File: config.mk
export PLATFORM = sky130hd
export DESIGN_NAME = clock_display_scan_flat
export DESIGN_NICKNAME = d
export VERILOG_FILES = /design/src/rtl/clock_display_scan_pkg.sv /design/src/rtl/clock_display_scan_if.sv /design/src/rtl/clock_display_scan_seven_seg_encode.sv /design/src/rtl/clock_display_scan.sv /design/src/flat_wrapper.sv
export SDC_FILE = /design/constraint.sdc
export NUM_CORES = 1
export LEC_CHECK = 0
export BUFFER_PORTS_ARGS = -buffer_cell sky130_fd_sc_hd__buf_2
export CAP_MARGIN = 20
export CELL_PAD_IN_SITES_DETAIL_PLACEMENT = 1
export CELL_PAD_IN_SITES_GLOBAL_PLACEMENT = 1
export CORE_MARGIN = 1.5
export CORE_UTILIZATION = 42
export DETAILED_ROUTE_END_ITERATION = 8
export HOLD_SLACK_MARGIN = 0.1
export PLACE_DENSITY_LB_ADDON = 0.1
export SYNTH_ARGS = -nofsm -noshare
export SYNTH_HDL_FRONTEND = slang
export SYNTH_HIERARCHICAL = 1
export SYNTH_SLANG_ARGS = --single-unit
File: constraint.sdc
create_clock -name clk -period 6.1 [get_ports clk]
set_input_delay 0.915 -clock clk [delete_from_list [all_inputs] [get_ports clk]]
set_output_delay 0.915 -clock clk [all_outputs]
set_load 0.01 [all_outputs]
File: src/rtl/clock_display_scan_pkg.sv
// Shared constants and types for the clock display scanner.
// Segment codes are active-low {g,f,e,d,c,b,a}.
package clock_display_pkg;

  localparam int NUM_DIGITS = 6;

  typedef logic [2:0] digit_idx_t;

  localparam logic [6:0] SEG_BLANK = 7'b1111111;
  localparam logic [6:0] SEG_DASH  = 7'b0111111;

  localparam logic [0:9][6:0] SEG_LUT = {
    7'b1000000, 7'b1111001, 7'b0100100, 7'b0110000, 7'b0011001,
    7'b0010010, 7'b0000010, 7'b1111000, 7'b0000000, 7'b0010000
  };

  localparam digit_idx_t SEP_MIN_IDX  = 3'd2;
  localparam digit_idx_t SEP_HOUR_IDX = 3'd4;

endpackage

File: src/rtl/clock_display_scan_if.sv
// Time fields in, multiplexed seven-segment drive out.
interface clock_display_scan_if;

  logic [5:0] second;
  logic [5:0] min;
  logic [5:0] hour;
  logic [6:0] seg_n;
  logic       dp_n;
  logic [5:0] an_n;
  logic       frame_start;

  modport master (
    output second, min, hour,
    input  seg_n, dp_n, an_n, frame_start
  );

  modport slave (
    input  second, min, hour,
    output seg_n, dp_n, an_n, frame_start
  );

endinterface

File: src/rtl/clock_display_scan_seven_seg_encode.sv
// BCD digit to active-low seven-segment code; dash overrides blank.
module seven_seg_encode
  import clock_display_pkg::*;
(
  input  logic [3:0] digit,
  input  logic       blank,
  input  logic       dash,
  output logic [6:0] seg
);

  always_comb begin
    seg = SEG_DASH;
    if (dash)
      seg = SEG_DASH;
    else if (blank)
      seg = SEG_BLANK;
    else if (digit <= 4'd9)
      seg = SEG_LUT[digit];
  end

endmodule

File: src/rtl/clock_display_scan.sv
// Six-digit HH.MM.SS multiplexed display driver with per-frame snapshot and anode guard.
// Define HOUR_LZB_EN to blank a leading zero in the hours tens digit.
module clock_display_scan
  import clock_display_pkg::*;
#(
  parameter int SCAN_DIV = 50000
) (
  input  logic                 clk,
  input  logic                 reset,
  clock_display_scan_if.slave  bus
);

  localparam int PW = (SCAN_DIV > 1) ? $clog2(SCAN_DIV) : 1;
  localparam logic [PW-1:0] PC_MAX = PW'(SCAN_DIV - 1);
  localparam digit_idx_t IDX_MAX = digit_idx_t'(NUM_DIGITS - 1);

  logic [PW-1:0] pc;
  digit_idx_t    idx;
  logic [5:0]    snap_s, snap_m, snap_h;

  logic          slot_end, frame_wrap;
  logic [5:0]    val;
  logic [3:0]    tens, ones, digit;
  logic          dash, blank, dp;
  logic [6:0]    seg;

  assign slot_end   = (pc == PC_MAX);
  assign frame_wrap = slot_end && (idx == IDX_MAX);

  // Digit pairs: idx[2:1] picks the field, idx[0] picks tens over ones.
  always_comb begin
    val   = snap_s;
    dash  = 1'b0;
    blank = 1'b0;
    case (idx[2:1])
      2'd0:    val = snap_s;
      2'd1:    val = snap_m;
      default: val = snap_h;
    endcase
    tens  = 4'(val / 6'd10);
    ones  = 4'(val % 6'd10);
    digit = idx[0] ? tens : ones;
    if (idx[2:1] == 2'd2)
      dash = (val > 6'd23);
    else
      dash = (val > 6'd59);
`ifdef HOUR_LZB_EN
    blank = (idx == IDX_MAX) && (tens == 4'd0);
`else
    blank = 1'b0;
`endif
    dp = (idx == SEP_MIN_IDX) || (idx == SEP_HOUR_IDX);
  end

  seven_seg_encode u_enc (
    .digit (digit),
    .blank (blank),
    .dash  (dash),
    .seg   (seg)
  );

  always_ff @(posedge clk) begin
    if (reset) begin
      pc              <= '0;
      idx             <= '0;
      snap_s          <= '0;
      snap_m          <= '0;
      snap_h          <= '0;
      bus.seg_n       <= SEG_BLANK;
      bus.dp_n        <= 1'b1;
      bus.an_n        <= '1;
      bus.frame_start <= 1'b0;
    end else begin
      pc <= slot_end ? '0 : pc + 1'b1;
      if (slot_end)
        idx <= (idx == IDX_MAX) ? '0 : idx + 1'b1;
      if (frame_wrap) begin
        snap_s <= bus.second;
        snap_m <= bus.min;
        snap_h <= bus.hour;
      end
      bus.frame_start <= frame_wrap;
      bus.seg_n       <= seg;
      bus.dp_n        <= ~dp;
      // First cycle of each slot keeps every anode off to hide the segment change.
      bus.an_n        <= (pc == '0) ? '1 : ~(6'(1) << idx);
    end
  end

endmodule
File: src/flat_wrapper.sv
// flat-port wrapper written by rule: the top's interface ports become plain ports
module clock_display_scan_flat import clock_display_pkg::*;
#(
  parameter int SCAN_DIV = 50000
)
  (clk, reset, bus_second, bus_min, bus_hour, bus_seg_n, bus_dp_n, bus_an_n, bus_frame_start);
  clock_display_scan_if bus_i ();
  input  logic clk;
  input  logic reset;
  input wire logic [$bits(bus_i.second)-1:0] bus_second;
  input wire logic [$bits(bus_i.min)-1:0] bus_min;
  input wire logic [$bits(bus_i.hour)-1:0] bus_hour;
  output wire logic [$bits(bus_i.seg_n)-1:0] bus_seg_n;
  output wire logic [$bits(bus_i.dp_n)-1:0] bus_dp_n;
  output wire logic [$bits(bus_i.an_n)-1:0] bus_an_n;
  output wire logic [$bits(bus_i.frame_start)-1:0] bus_frame_start;
  assign bus_i.second = bus_second;
  assign bus_i.min = bus_min;
  assign bus_i.hour = bus_hour;
  assign bus_seg_n = bus_i.seg_n;
  assign bus_dp_n = bus_i.dp_n;
  assign bus_an_n = bus_i.an_n;
  assign bus_frame_start = bus_i.frame_start;
  clock_display_scan #(.SCAN_DIV(SCAN_DIV)) u_core (.clk(clk), .reset(reset), .bus(bus_i));
endmodule
* Word level (Yosys, flattened, before mapping)
Memory sizes are Yosys's and may differ from the RTL's. Index checks and enable logic that the tools add are counted.
Storage, ports and cells: bits in registers 52, memory bits (read-only) 112, input bits 20, output and inout port bits 15, word-level logic and storage cells 45, memories kept 1
Cells by class: add/sub/neg operators 2, div/mod/pow operators 2, order comparisons 4, equal/unequal tests 6, shift-type cells 1, multiplexer cells 8, bitwise logic cells 4, reduce and logical (&&, ||, !) cells 7
Memory list:
- (no name shown) | words 16, width 7, rd ports 1, clocked after Yosys merged registers in 0, wr ports 0, line clock_display_scan_seven_seg_encode.sv:18 | seg = SEG_LUT[digit];
Operator list (count):
- $mux W7 | 4
- $add A16 B1 Y16 const B | 1
- $eq A16 B16 Y1 const B | 1
- $logic_not A16 Y1 | 1
- $pmux W6 S2 | 1
- $div A6 B4 Y6 const B | 1
- $eq A3 B3 Y1 const B | 2
- $gt A6 B5 Y1 const B | 1
- $gt A6 B6 Y1 const B | 1
- $mod A6 B4 Y6 const B | 1
- $not A6 Y6 | 1
- $shl A1 B3 Y6 const A | 1
- $ge A5 B5 Y1 const B | 1
- $not A4 Y5 | 1
- $le A4 B4 Y1 const B | 1
- $mux W4 | 1
- $reduce_or A2 Y1 | 2
- $add A3 B1 Y3 const B | 1
- $eq A3 B2 Y1 const B | 1
- $mux W3 | 1
- $reduce_or A3 Y1 | 1
- $eq A2 B1 Y1 const B | 1
- $eq A2 B2 Y1 const B | 1
- $logic_not A2 Y1 | 1
- 4 further kinds | 5

* Logic depth before layout (Yosys ltp)
Gate-level depths: netlist (run 1).
depth in word-level cells 10, gate-level depth with buffers 16

* By module
The synthesis (run 1) kept the hierarchy.
By module, submodules not included:
- clock_display_scan | times used 1, cells each 292, area an instance 2441.1 um2, sequential area each 1041.0 um2
- seven_seg_encode | times used 1, cells each 31, area an instance 216.5 um2, sequential area each 0.0 um2

* Worst setup path after synthesis (run 1)
Ideal clock, no wire load.
kind register to register, start register u_core.idx[1], end register u_core.bus.seg_n[4], arrival 2.989 ns, path slack 2.987 ns, cell stages (with the launch flop) 14, period minus slack after synthesis 3.113 ns, path through dfxtp_1 buf_2 mux2i_1 o21ai_1 nand2_1 xnor2_1 o21ai_0 ha_1 xor2_1 a21oi_1 nor3_1 nand2b_1 o211ai_1 or2_2
On the way: longest elaborated chain between the ends 8, elaborated cells on any way between the ends 17, classes of those cells div: 2; order compare: 3; eq/ne: 2; mux: 5; bitwise: 2; reduce/logical: 2; memory: 1
RTL lines:
- from (decl) | line clock_display_scan.sv:18 | digit_idx_t idx;
- from (signal assigned) | line clock_display_scan.sv:76 | idx <= (idx == IDX_MAX) ? '0 : idx + 1'b1;
- $eq A2 B1 Y1 / $logic_not A2 Y1 (equally long branches) | line clock_display_scan.sv:35 | case (idx[2:1])
- $pmux W6 S2 (*) | line clock_display_scan.sv:35
- $mod A6 B4 Y6 / $div A6 B4 Y6 (equally long branches) | line clock_display_scan.sv:41, clock_display_scan.sv:40
- $mux W4 (*) | line clock_display_scan.sv:42 | digit = idx[0] ? tens : ones;
- via u_core.digit[3] | line clock_display_scan.sv:23 | logic [3:0] tens, ones, digit;
- $not A4 Y5 (implied by the code) | line clock_display_scan_seven_seg_encode.sv:18
- $mem_v2 Z16 W7
- $mux W7 (implied by the code) (2 in a row) | line clock_display_scan_seven_seg_encode.sv:18
- to (signal assigned) | line clock_display_scan.sv:83 | bus.seg_n <= seg;
- to (decl) | line clock_display_scan_if.sv:19 | output seg_n, dp_n, an_n, frame_start
Mark *: on every way through the listed nets, which the timed path passes. The rest lies on a longest branch. The select of a mux whose other input is x is not followed. A chain may end at the register's enable or synchronous reset.

* Worst setup path in the final report (run 1)
start register u_core.idx[1], end register u_core.bus.seg_n[0]
Same word-level chain as after synthesis.

==> impl_results.md, run 1 <==
* Avg WL per Cell at 13.9 um
* Max stage delay on crit path at 0.63 ns
* Antenna violations before repair at 0
* Placer congestion estimate at 0.812
* Routed Antenna Nets at 0
* Pwr Density at 220 nW/um^2
* Final period util at 62.6%
* Internal power at 521 uW
* Tightest Pin Transition at 0.855 ns
* CTS clock-pin slew for the worst setup and hold paths at 0.09 ns
* Nets at 381
* Max-Cap Viols at 0
* Worst-Skew Late Latency at 0.31 ns
* CP max FO at 12
* Vias in the first global route at 2214
* Post-CTS setup buffer count at 0
* Cts repair resizes at 0
* Antenna fix cells at 0
* Num ports at 35
* 1st-iter DRT viols at 84
* Crit path time final at 3.82 ns
* DP Wirelength at 4.40 mm
* Synth unique cells at 47
* Area Growth Syn to Fin at 12.6%
* Sw frac at 20.8%
* CP startpoint kind: flip-flop
* Die area at 6810 sq um
* # rows at 28
* Via/cell ratio at 5.20
* Core region area at 6030 sq um
* Final Setup Violations at 0
* Clock tree sinks at 52
* Clock share of power at 43.1%
* Clock skew at 0.0112 ns
* # port buffers at 34
* Setup_tns at 0 ns
* Worst Path Buf+Inv at 1
* Hold Fails Final Rpt at 0
* Most frequent CP cell: o21ai_1
* Post-synth EDFFs at 0
* Reg power frac at 52.6%
* Slowest CP cell: dfxtp_1
* Drt drc at 0
* CTS root buf: clkbuf_8
* Top cell type's share of synthesized area at 39.2%
* Sequential share of the synthesized area at 39.2%
* Slew HR at 42.7%
* Post-Synthesis Cells at 323
* Layout cells sized above 1 at 22.4%
* Status: finished, final reports clean
* Die X at 82.5 um
* Pwr Total at 658 uW
* Main synth FF type: dfxtp_1
* First-pass GRT wire length at 10.2 mm
* Hold WC Path Type: flip-flop to flip-flop
* NetSw at 137 uW
* Die H at 82.5 um
* Post-Syn Area at 2660 sq um
* Avg Synthesized Cell Area at 8.23 sq um
* Pleak at 1.06 nW
* Achievable frequency at 262 MHz
* YS warnings at 6
* GRT Total Usage at 19.3%
* Synth Register Bits at 52
* Delay-heaviest family, CP: compound AO/OA/AOI/OAI gates
* RSZ-0062 raised after global routing: no
* Logic gate share of total power at 4.3%
* Crit-path cells: mux2i_1 > o21ai_1 > nand2_1 > xnor2_1 > o21ai_0 > ha_1 > inv_1 > o41ai_1 > a31oi_1 > o21bai_4 > a211oi_4 > o21ai_1 > or2_2
* FFs w/ async S/R, synth at 0%
* Top cells by area, synth: dfxtp_1, nand2_1, nor2_1
* CP required at 6.30 ns
* Hold-fix buffers, CTS at 0
* Drt pass-1 iters at 4
* Vias at 2224
* H-Tree Depth at 2
* Peak supply drop at 0.0997 mV
* CP arrival at 4.02 ns
* Crit end category: flip-flop
* Num CTS Buffers at 5
* Drt total wl at 5.96 mm
* Maximum number of pins on one net before global-route repair at 34
* GRT overflow at 0
* Max-slew violations at 0
* Critical setup path kind: flip-flop to flip-flop
* Yosys top cell by area: dfxtp_1
* CTS tree: built
* Initial Util at 44.1%
* CTS max path bufs at 2
==> synthesized netlist by cell type, types with 2 or more instances <==
library cell and instances:
nand2_2 10, o21ai_1 5, nand3_1 13, a21oi_2 10, o211ai_1 4, nor4_1 2, nand2b_1 3, a21oi_1 17
o31ai_1 2, nor3_1 5, and2_1 3, clkbuf_1 6, nand2_1 55, nand4_1 2, buf_2 5, or2_2 9
nor2b_1 2, dfxtp_1 52, inv_1 11, and3_1 5, o21ai_0 10, xnor2_1 12, xor2_1 7, mux2i_1 7
ha_1 9, nor2_1 34, o21a_1 3
==> stage by stage <==
step           util (%)  cells  instance area, sq um  hold WS, ns  worst slack, ns
6_report           49.7    428                  2990        0.459             2.28
4_1_cts            49.7    428                  2990        0.461             2.32
3_3_place_gp       47.4    420                  2860        0.443             2.53
2_1_floorplan         -    324                  2660        0.431             2.99
5_1_grt            49.7    428                  2990        0.495             1.98
3_5_place_dp       47.4    420                  2860        0.450             2.33
==> per-layer routing <==
layer / wire [um] / GRT usage (%) / vias up
met5: 0 / 0 / -
met4: 44 / 5.00 / 0
met3: 232 / 3.30 / 4
met2: 2810 / 33.9 / 43
met1: 2880 / 24.3 / 1044
li1: - / - / 1133
==> power groups by stage <==
stage	Clock (mW)	Sequential, mW	Combinational [mW]
floorplan	0	0.356	0.0144
global placement	0	0.354	0.0276
detailed placement	0	0.354	0.0283
CTS	0.291	0.347	0.0284
global route	0.304	0.347	0.0322
finish	0.284	0.346	0.0281
==> logic make-up (layout without fill, tap and decap cells) <==
| kind of cell | count (synthesis) | count (layout) | share of synthesized area, % |
|---|---|---|---|
| other | 1 | 2 | 0.141 |
| DFF | 52 | 52 | 39.2 |
| adders and majority gates | 9 | 9 | 4.24 |
| xor gates and xnor gates | 19 | 19 | 6.26 |
| buffers and inverters | 26 | 55 | 4.75 |
| AOI/OAI and AO/OA | 60 | 60 | 15.5 |
| muxes | 9 | 9 | 3.58 |
| and+or+nand+nor | 147 | 147 | 26.3 |
==> final cells by class <==
class / instances / area [sq um]
multi-input combinational: 246 / 1490
timing repair buffer: 36 / 185
sequential: 52 / 1040
clock buffer: 5 / 68.8
inverter: 11 / 41.3
tap: 75 / 93.8
fill: 747 / 3030
clock inverter: 3 / 68.8
==> sequential cells by signal, summed over array words and instances, names as in the netlist <==
| signal | flops |
|---|---|
| u_core/bus.frame_start | 1 |
| u_core/idx | 3 |
| u_core/bus.an_n | 6 |
| u_core/snap_s | 6 |
| u_core/pc | 16 |
| u_core/snap_m | 6 |
| u_core/bus.seg_n | 7 |
| u_core/snap_h | 6 |
| u_core/bus.dp_n | 1 |
==> worst register-to-register path, cell delays in order, from the launching register on <==
cell	delay [ns]
dfxtp_1	0.63
mux2i_1	0.17
o21ai_1	0.45
nand2_1	0.19
xnor2_1	0.16
o21ai_0	0.13
ha_1	0.30
inv_1	0.04
o41ai_1	0.38
a31oi_1	0.25
o21bai_4	0.30
a211oi_4	0.32
o21ai_1	0.11
or2_2	0.29
==> final timing paths <==
path	start	end	slack, ns	depth (start not counted)
max	u_core/idx[1]	u_core/bus.seg_n[0]	2.28	13
min	u_core/snap_s[3]	u_core/snap_s[3]	0.46	2
max reg2reg	u_core/idx[1]	u_core/bus.seg_n[0]	2.28	13
min reg2reg	u_core/snap_s[3]	u_core/snap_s[3]	0.46	2
==> cells in the final DEF (no fill, tap or decap), types with 3 or more instances in the layout <==
master / n
and3_1: 5
inv_1: 11
nor3_1: 5
nand2b_1: 3
clkbuf_8: 5
a21oi_2: 10
mux2i_1: 7
or2_2: 9
and2_1: 3
o21ai_1: 5
xnor2_1: 12
dfxtp_1: 52
o21a_1: 3
xor2_1: 7
o211ai_1: 4
a21oi_1: 17
nor2_1: 34
nand2_2: 10
nand2_1: 55
ha_1: 9
nand3_1: 13
o21ai_0: 10
buf_2: 34
No activity file was read; power rests on OpenSTA's default activity.
==> run 2: changes to the inputs <==
- ABC_AREA: default -> 1
- CORE_UTILIZATION: 42 -> 37
- clock period: 6.1 -> 3.3 ns (I/O delays scaled with it)
==> impl_results.md, run 2 <==
* Status: finished, final reports clean
* Area Growth Syn to Fin at 12.7% (about the same)
* CTS root buf: clkbuf_8
* Hold WC Path Type: flip-flop to flip-flop
* Vias in the first global route at 2340 (+5.7%)
* Placed cells at 489 (+16%)
* First-pass GRT wire length at 10.7 mm (+5.5%)
* Tightest Pin Transition at 0.587 ns (-0.268 ns)
* CTS tree: built
* Crit path time final at 2.92 ns (-0.895 ns)
* Critical setup path kind: flip-flop to flip-flop
* CP max FO at 7 (-5)
* Drt total wl at 6.21 mm (+4.1%)
* Avg WL per Cell at 12.5 um (-10%)
* Hold-fix buffers, CTS at 0 (unchanged)
* Antenna violations before repair at 0 (unchanged)
* Clock skew at 0.00720 ns (-0.00403 ns)
* Max-Cap Viols at 0 (unchanged)
* CP arrival at 3.12 ns (-0.90 ns)
* Crit end category: flip-flop
* Die area at 7730 sq um (+13%)
* Clock share of power at 35.4% (-7.7 points)
* NetSw at 248 uW (+81%)
* 1st-iter DRT viols at 57 (-32%)
* Yosys top cell by area: dfxtp_1
* CP required at 3.50 ns (-2.80 ns)
* Slack of the critical path at 0.379 ns (-1.90 ns)
* Largest register FFs at 16 (unchanged)
* YS warnings at 6 (unchanged)
* Vias at 2348 (+5.6%)
* Final Setup Violations at 0 (unchanged)
* Post-route cell area at 3010 sq um (+0.42%)
* Drt drc at 0 (unchanged)
* Initial Util at 38.8% (-5.3 points)
* Routed Antenna Nets at 0 (unchanged)
* # port buffers at 34 (unchanged)
* Synth Register Bits at 52 (unchanged)
* Via/cell ratio at 4.72 (-9.1%)
* Most frequent cells in the layout: inv_1, nand2_1, dfxtp_1
* Num CTS Buffers at 5 (unchanged)
* Sequential share of the synthesized area at 39.0% (-0.15 points)
* Setup crit start: u_core/idx[1]
* Pre-CTS WS at 0.273 ns (-2.05 ns)
* Critical R2R Launch: u_core/idx[1]
* Antenna fix cells at 0 (unchanged)
* Reg with most FFs: u_core/pc
* Clock tree sinks at 52 (unchanged)
* Top flop regs: u_core/pc (16), u_core/bus.seg_n (7)
* FFs w/ async S/R, synth at 0% (unchanged)
* H-Tree Depth at 2 (unchanged)
* # rows at 30 (+7.1%)
* Leading cell type in the layout, fill and taps excluded: inv_1
* Cell with the most instances after synthesis: inv_1
* Setup_tns at 0 ns (unchanged)
* CTS clock-pin slew for the worst setup and hold paths at 0.10 ns (about the same)
* Peak supply drop at 0.135 mV (+35%)
* Die X at 87.9 um (+6.5%)
* Top cells by area, synth: dfxtp_1, inv_1, nand2_1
* Pwr Density at 358 nW/um^2 (+63%)
* DP Wirelength at 4.86 mm (+11%)
* Post-CTS setup buffer count at 0 (unchanged)
* GRT Total Usage at 17.7% (-1.6 points)
* Final std cells w/o fill at 497 (+16%)
* Drt pass-1 iters at 5 (+1)
* Register-to-register setup slack at 0.38 ns (-1.90 ns)
* Final core utilization at 43.8% (-5.9 points)
* Post-Synthesis Cells at 367 (+14%)
* Main synth FF type: dfxtp_1
* Core region area at 6870 sq um (+14%)
* Worst-Skew Late Latency at 0.30 ns (about the same)
* Max-slew violations at 0 (unchanged)
* CP Capture Point: u_core/bus.seg_n[3]
* Final period util at 88.5% (+26 points)
* Hold slack at 0.453 ns (-0.00635 ns)
* Die H at 87.9 um (+6.5%)
* Post-synth EDFFs at 0 (unchanged)
* Hold Fails Final Rpt at 0 (unchanged)
* GRT overflow at 0 (unchanged)
* Slew HR at 60.8% (+18 points)
* Pwr Total at 1.07 mW (+63%)
* Cts repair resizes at 0 (unchanged)
* Logic gate share of total power at 5.0% (+0.7 points)
* Nets at 429 (+13%)
* Top post-synthesis cells by count: inv_1, nand2_1, dfxtp_1
* Sw frac at 23.1% (+2.3 points)
* Num ports at 35 (unchanged)
* CP startpoint kind: flip-flop
* Post-DP Area at 2910 sq um (+2.0%)
* Reg2Reg Depth at 14 (+1)
* Maximum number of pins on one net before global-route repair at 38 (+12%)
* Achievable frequency at 342 MHz (+31%)
* Post-Syn Area at 2670 sq um (+0.38%)
* Synth unique cells at 40 (-15%)
* Reg power frac at 59.6% (+7.0 points)
* Top cell type's share of synthesized area at 39.0% (-0.15 points)
* Pleak at 1.27 nW (+20%)
* Reg2reg end: u_core/bus.seg_n[3]
* Avg Synthesized Cell Area at 7.27 sq um (-12%)
* Internal power at 827 uW (+59%)
* CTS max path bufs at 2 (unchanged)
* RSZ-0062 raised after global routing: no
* Placer congestion estimate at 0.865 (+6.5%)
* Layout cells sized above 1 at 20.2% (-2.2 points)
==> run 2: cell types whose count changed after synthesis, sizes merged, moves of 5 or more <==
cell   delta
nand3    +24
inv      +55
xor2      -5
o21ai    +11
mux2i     -8
nor3      +6
and3      -5
xnor2    -12
==> run 2: power by group through the flow <==
stage	registers [mW]	logic (mW)	clock network, mW
2_1_floorplan	0.657	0.0287	0
5_1_grt	0.642	0.0625	0.423
3_5_place_dp	0.655	0.0548	0
3_3_place_gp	0.655	0.0534	0
4_1_cts	0.641	0.0549	0.396
6_report	0.640	0.0536	0.381
==> run 2: cell families (layout without fill, tap and decap cells) <==
family	count (synthesis)	in the layout	synth area share (%)
DFF	52	52	39.0
other	1	2	0.141
adders and majority gates	9	9	4.22
and+or+nand+nor	162	162	31.1
xor gates and xnor gates	2	2	0.657
buffers and inverters	76	109	11.5
AOI/OAI and AO/OA	65	65	13.3
==> run 2: layer usage <==
metal / part of all wire [%] / track usage, % / vias up / wire length (um)
met1: 49 / 23.3 / 1071 / 3020
met5: 0 / 0 / - / 0
li1: - / - / 1238 / -
met2: 48 / 30.7 / 34 / 2970
met3: 2.9 / 3.68 / 5 / 178
met4: 0.55 / 2.16 / 0 / 34
==> run 2: cell type report <==
type | count | area [sq um]
inverter | 66 | 250
clock buffer | 6 | 82.6
timing repair buffer | 35 | 178
tap | 96 | 120
sequential | 52 | 1040
clock inverter | 2 | 10.0
fill | 915 | 3860
multi-input combinational | 240 | 1320
==> run 2: worst min-delay path by stage <==
stage | startpoint | endpoint | slack, ns | depth (start not counted)
CTS | u_core/snap_h[1] | u_core/snap_h[1] | 0.46 | 2
detailed placement | u_core/snap_h[1] | u_core/snap_h[1] | 0.44 | 2
finish | u_core/snap_h[1] | u_core/snap_h[1] | 0.45 | 2
floorplan | u_core/snap_h[1] | u_core/snap_h[1] | 0.42 | 2
global placement | u_core/snap_h[1] | u_core/snap_h[1] | 0.44 | 2
global route | bus_hour[1] | u_core/snap_h[1] | 0.47 | 3
==> run 2: worst max-delay path, stage by stage (launching register included) <==
cell     delay [ns]
dfxtp_1        0.50
nor2_4         0.11
nand2_1        0.09
nand3_1        0.16
a21oi_1        0.31
nand2_1        0.09
nand2_1        0.10
nor2_4         0.06
a31oi_1        0.42
inv_1          0.16
ha_1           0.31
nand2_1        0.07
nand3_1        0.10
nand3_1        0.06
or2_2          0.28
==> run 3: changes to the inputs <==
- PLACE_DENSITY: default -> 0.83
- PLACE_DENSITY_LB_ADDON: 0.1 -> default
==> impl_results.md, run 3 (synthesized netlist as in run 2, its figures left out) <==
* Pleak at 1.28 nW (+0.65%)
* Drt drc at 0 (unchanged)
* Tightest Pin Transition at 0.573 ns (-0.0134 ns)
* Nets at 428 (-0.23%)
* Pwr Density at 393 nW/um^2 (+10%)
* CTS root buf: clkbuf_8
* H-Tree Depth at 2 (unchanged)
* Register-to-register setup slack at 0.45 ns (+0.07 ns)
* 1st-iter DRT viols at 51 (-11%)
* Logic gate share of total power at 4.6% (-0.4 points)
* Via/cell ratio at 4.85 (+2.7%)
* Worst-Skew Late Latency at 0.29 ns (about the same)
* CTS tree: built
* Layout cells sized above 1 at 20.1% (-0.15 points)
* RSZ-0062 raised after global routing: no
* Maximum number of pins on one net before global-route repair at 38 (unchanged)
* Max-slew violations at 0 (unchanged)
* Post-route cell area at 3040 sq um (+1.0%)
* Num CTS Buffers at 5 (unchanged)
* # rows at 30 (unchanged)
* Hold WC Path Type: flip-flop to flip-flop
* Crit path time final at 2.85 ns (-0.0692 ns)
* Post-DP Area at 2900 sq um (-0.26%)
* Max stage delay on crit path at 0.48 ns (-0.02 ns)
* First-pass GRT wire length at 10.8 mm (+0.84%)
* Hold slack at 0.454 ns (+0.000890 ns)
* Max-Cap Viols at 0 (unchanged)
* NetSw at 236 uW (-4.7%)
* Crit end category: flip-flop
* Antenna violations before repair at 0 (unchanged)
* # port buffers at 34 (unchanged)
* Reg power frac at 53.7% (-5.9 points)
* Core region area at 6870 sq um (unchanged)
* CP required at 3.49 ns (about the same)
* CTS clock-pin slew for the worst setup and hold paths at 0.09 ns (about the same)
* Critical setup path kind: flip-flop to flip-flop
* Die X at 87.9 um (unchanged)
* Pre-CTS WS at 0.284 ns (+0.0108 ns)
* Slack of the critical path at 0.448 ns (+0.0692 ns)
* Num ports at 35 (unchanged)
* Clock share of power at 41.8% (+6.4 points)
* Slew HR at 61.6% (+0.90 points)
* Drt total wl at 6.24 mm (+0.53%)
* Clock skew at 0.00620 ns (-0.000998 ns)
* CP startpoint kind: flip-flop
* Die area at 7730 sq um (unchanged)
* Drt pass-1 iters at 4 (-1)
* GRT Total Usage at 17.7% (about the same)
* Crit-path cells: nor2_4 > nand2_1 > inv_1 > nor2_2 > nor2_1 > o21ai_1 > and2_1 > inv_1 > ha_1 > xor2_1 > nand2_1 > o21ai_0 > nor2_1 > inv_1 > nand3_1 > nand2_1 > inv_1 > nand3_1 > or2_2
* Setup_tns at 0 ns (unchanged)
* Area Growth Syn to Fin at 13.8%
* Antenna fix cells at 0 (unchanged)
* Initial Util at 38.8% (unchanged)
* DP Wirelength at 4.88 mm (+0.30%)
* Avg WL per Cell at 12.6 um (+0.94%)
* Slowest CP cell: dfxtp_2
* Internal power at 957 uW (+16%)
* Placer congestion estimate at 0.901 (+4.2%)
* Routed Antenna Nets at 0 (unchanged)
* Final period util at 86.4% (-2.1 points)
* Top flop regs: u_core/pc (16), u_core/bus.seg_n (7)
* Status: finished, final reports clean
* Vias in the first global route at 2387 (+2.0%)
* Leading cell type in the layout, fill and taps excluded: inv_1
* Peak supply drop at 0.207 mV (+53%)
* Die H at 87.9 um (unchanged)
* Clock tree sinks at 52 (unchanged)
* Sw frac at 19.8% (-3.3 points)
* Reg with most FFs: u_core/pc
* Hold Fails Final Rpt at 0 (unchanged)
* Largest register FFs at 16 (unchanged)
* Most frequent CP cell: inv_1
* Hold-fix buffers, CTS at 0 (unchanged)
* GRT overflow at 0 (unchanged)
* Achievable frequency at 351 MHz (+2.4%)
* Vias at 2402 (+2.3%)
* Most frequent cells in the layout: inv_1, nand2_1, dfxtp_1
* CP max FO at 12 (+5)
* CP arrival at 3.04 ns (-0.08 ns)
* Final Setup Violations at 0 (unchanged)
* CTS max path bufs at 2 (unchanged)
[run 3: changes by cell type in the layout (fill, tap and decap cells not counted), sizes merged]
cell    change
clkbuf      -1
buf         -1
bufinv      +2
clkinv      -2
[run 3: critical path, delay by kind of cell, from the launching register on]
| kind | cells | cell delay [ns] |
|---|---|---|
| AO/OA/AOI/OAI | 2 | 0.25 |
| XOR/XNOR | 1 | 0.15 |
| flip-flops | 1 | 0.48 |
| adder cells (fa/ha/maj) | 1 | 0.18 |
| buffers and inverters | 4 | 0.31 |
| AND/OR/NAND/NOR | 11 | 1.36 |
[run 3: what timing repair did]
item,CTS,global route
gates resized for setup,0,2
setup buffers,0,0
endpoints found under the setup margin,0,3
[run 3: power groups by stage]
stage | logic [mW] | registers (mW) | clock network, mW
floorplan | 0.0287 | 0.657 | 0
global placement | 0.0526 | 0.655 | 0
detailed placement | 0.0543 | 0.655 | 0
CTS | 0.0552 | 0.641 | 0.517
global route | 0.0625 | 0.642 | 0.546
finish | 0.0546 | 0.640 | 0.499
[run 3: cell type report]
type | count | area [sq um]
clock inverters | 2 | 60.1
repair buffers | 34 | 170
clock buffers | 5 | 68.8
flip-flops and latches | 52 | 1040
multi-input cells | 240 | 1320
fillers | 901 | 3830
inverters | 66 | 250
well taps | 96 | 120
[run 3: metrics by stage]
stage	instances	utilization (%)	power (mW)
global placement	488	42.3	0.707
CTS	495	44.2	1.21
floorplan	368	-	0.686
global route	495	44.2	1.25
finish	495	44.2	1.19
detailed placement	488	42.3	0.710
[run 3: final timing paths]
check / start / to / cells past startpoint
max reg2reg: u_core/idx[1] / u_core/bus.seg_n[4] / 19
min: u_core/snap_h[1] / u_core/snap_h[1] / 2
max: u_core/idx[1] / u_core/bus.seg_n[4] / 19
min reg2reg: u_core/snap_h[1] / u_core/snap_h[1] / 2
[run 3: routing by layer]
layer / up-vias / part of all wire [%] / routed length [um] / GRT usage (%)
li1: 1235 / - / - / -
met1: 1124 / 48 / 2980 / 21.9
met2: 35 / 48 / 3010 / 31.0
met3: 8 / 2.6 / 163 / 2.83
met4: 0 / 1.3 / 78 / 6.49
met5: - / 0 / 0 / 0
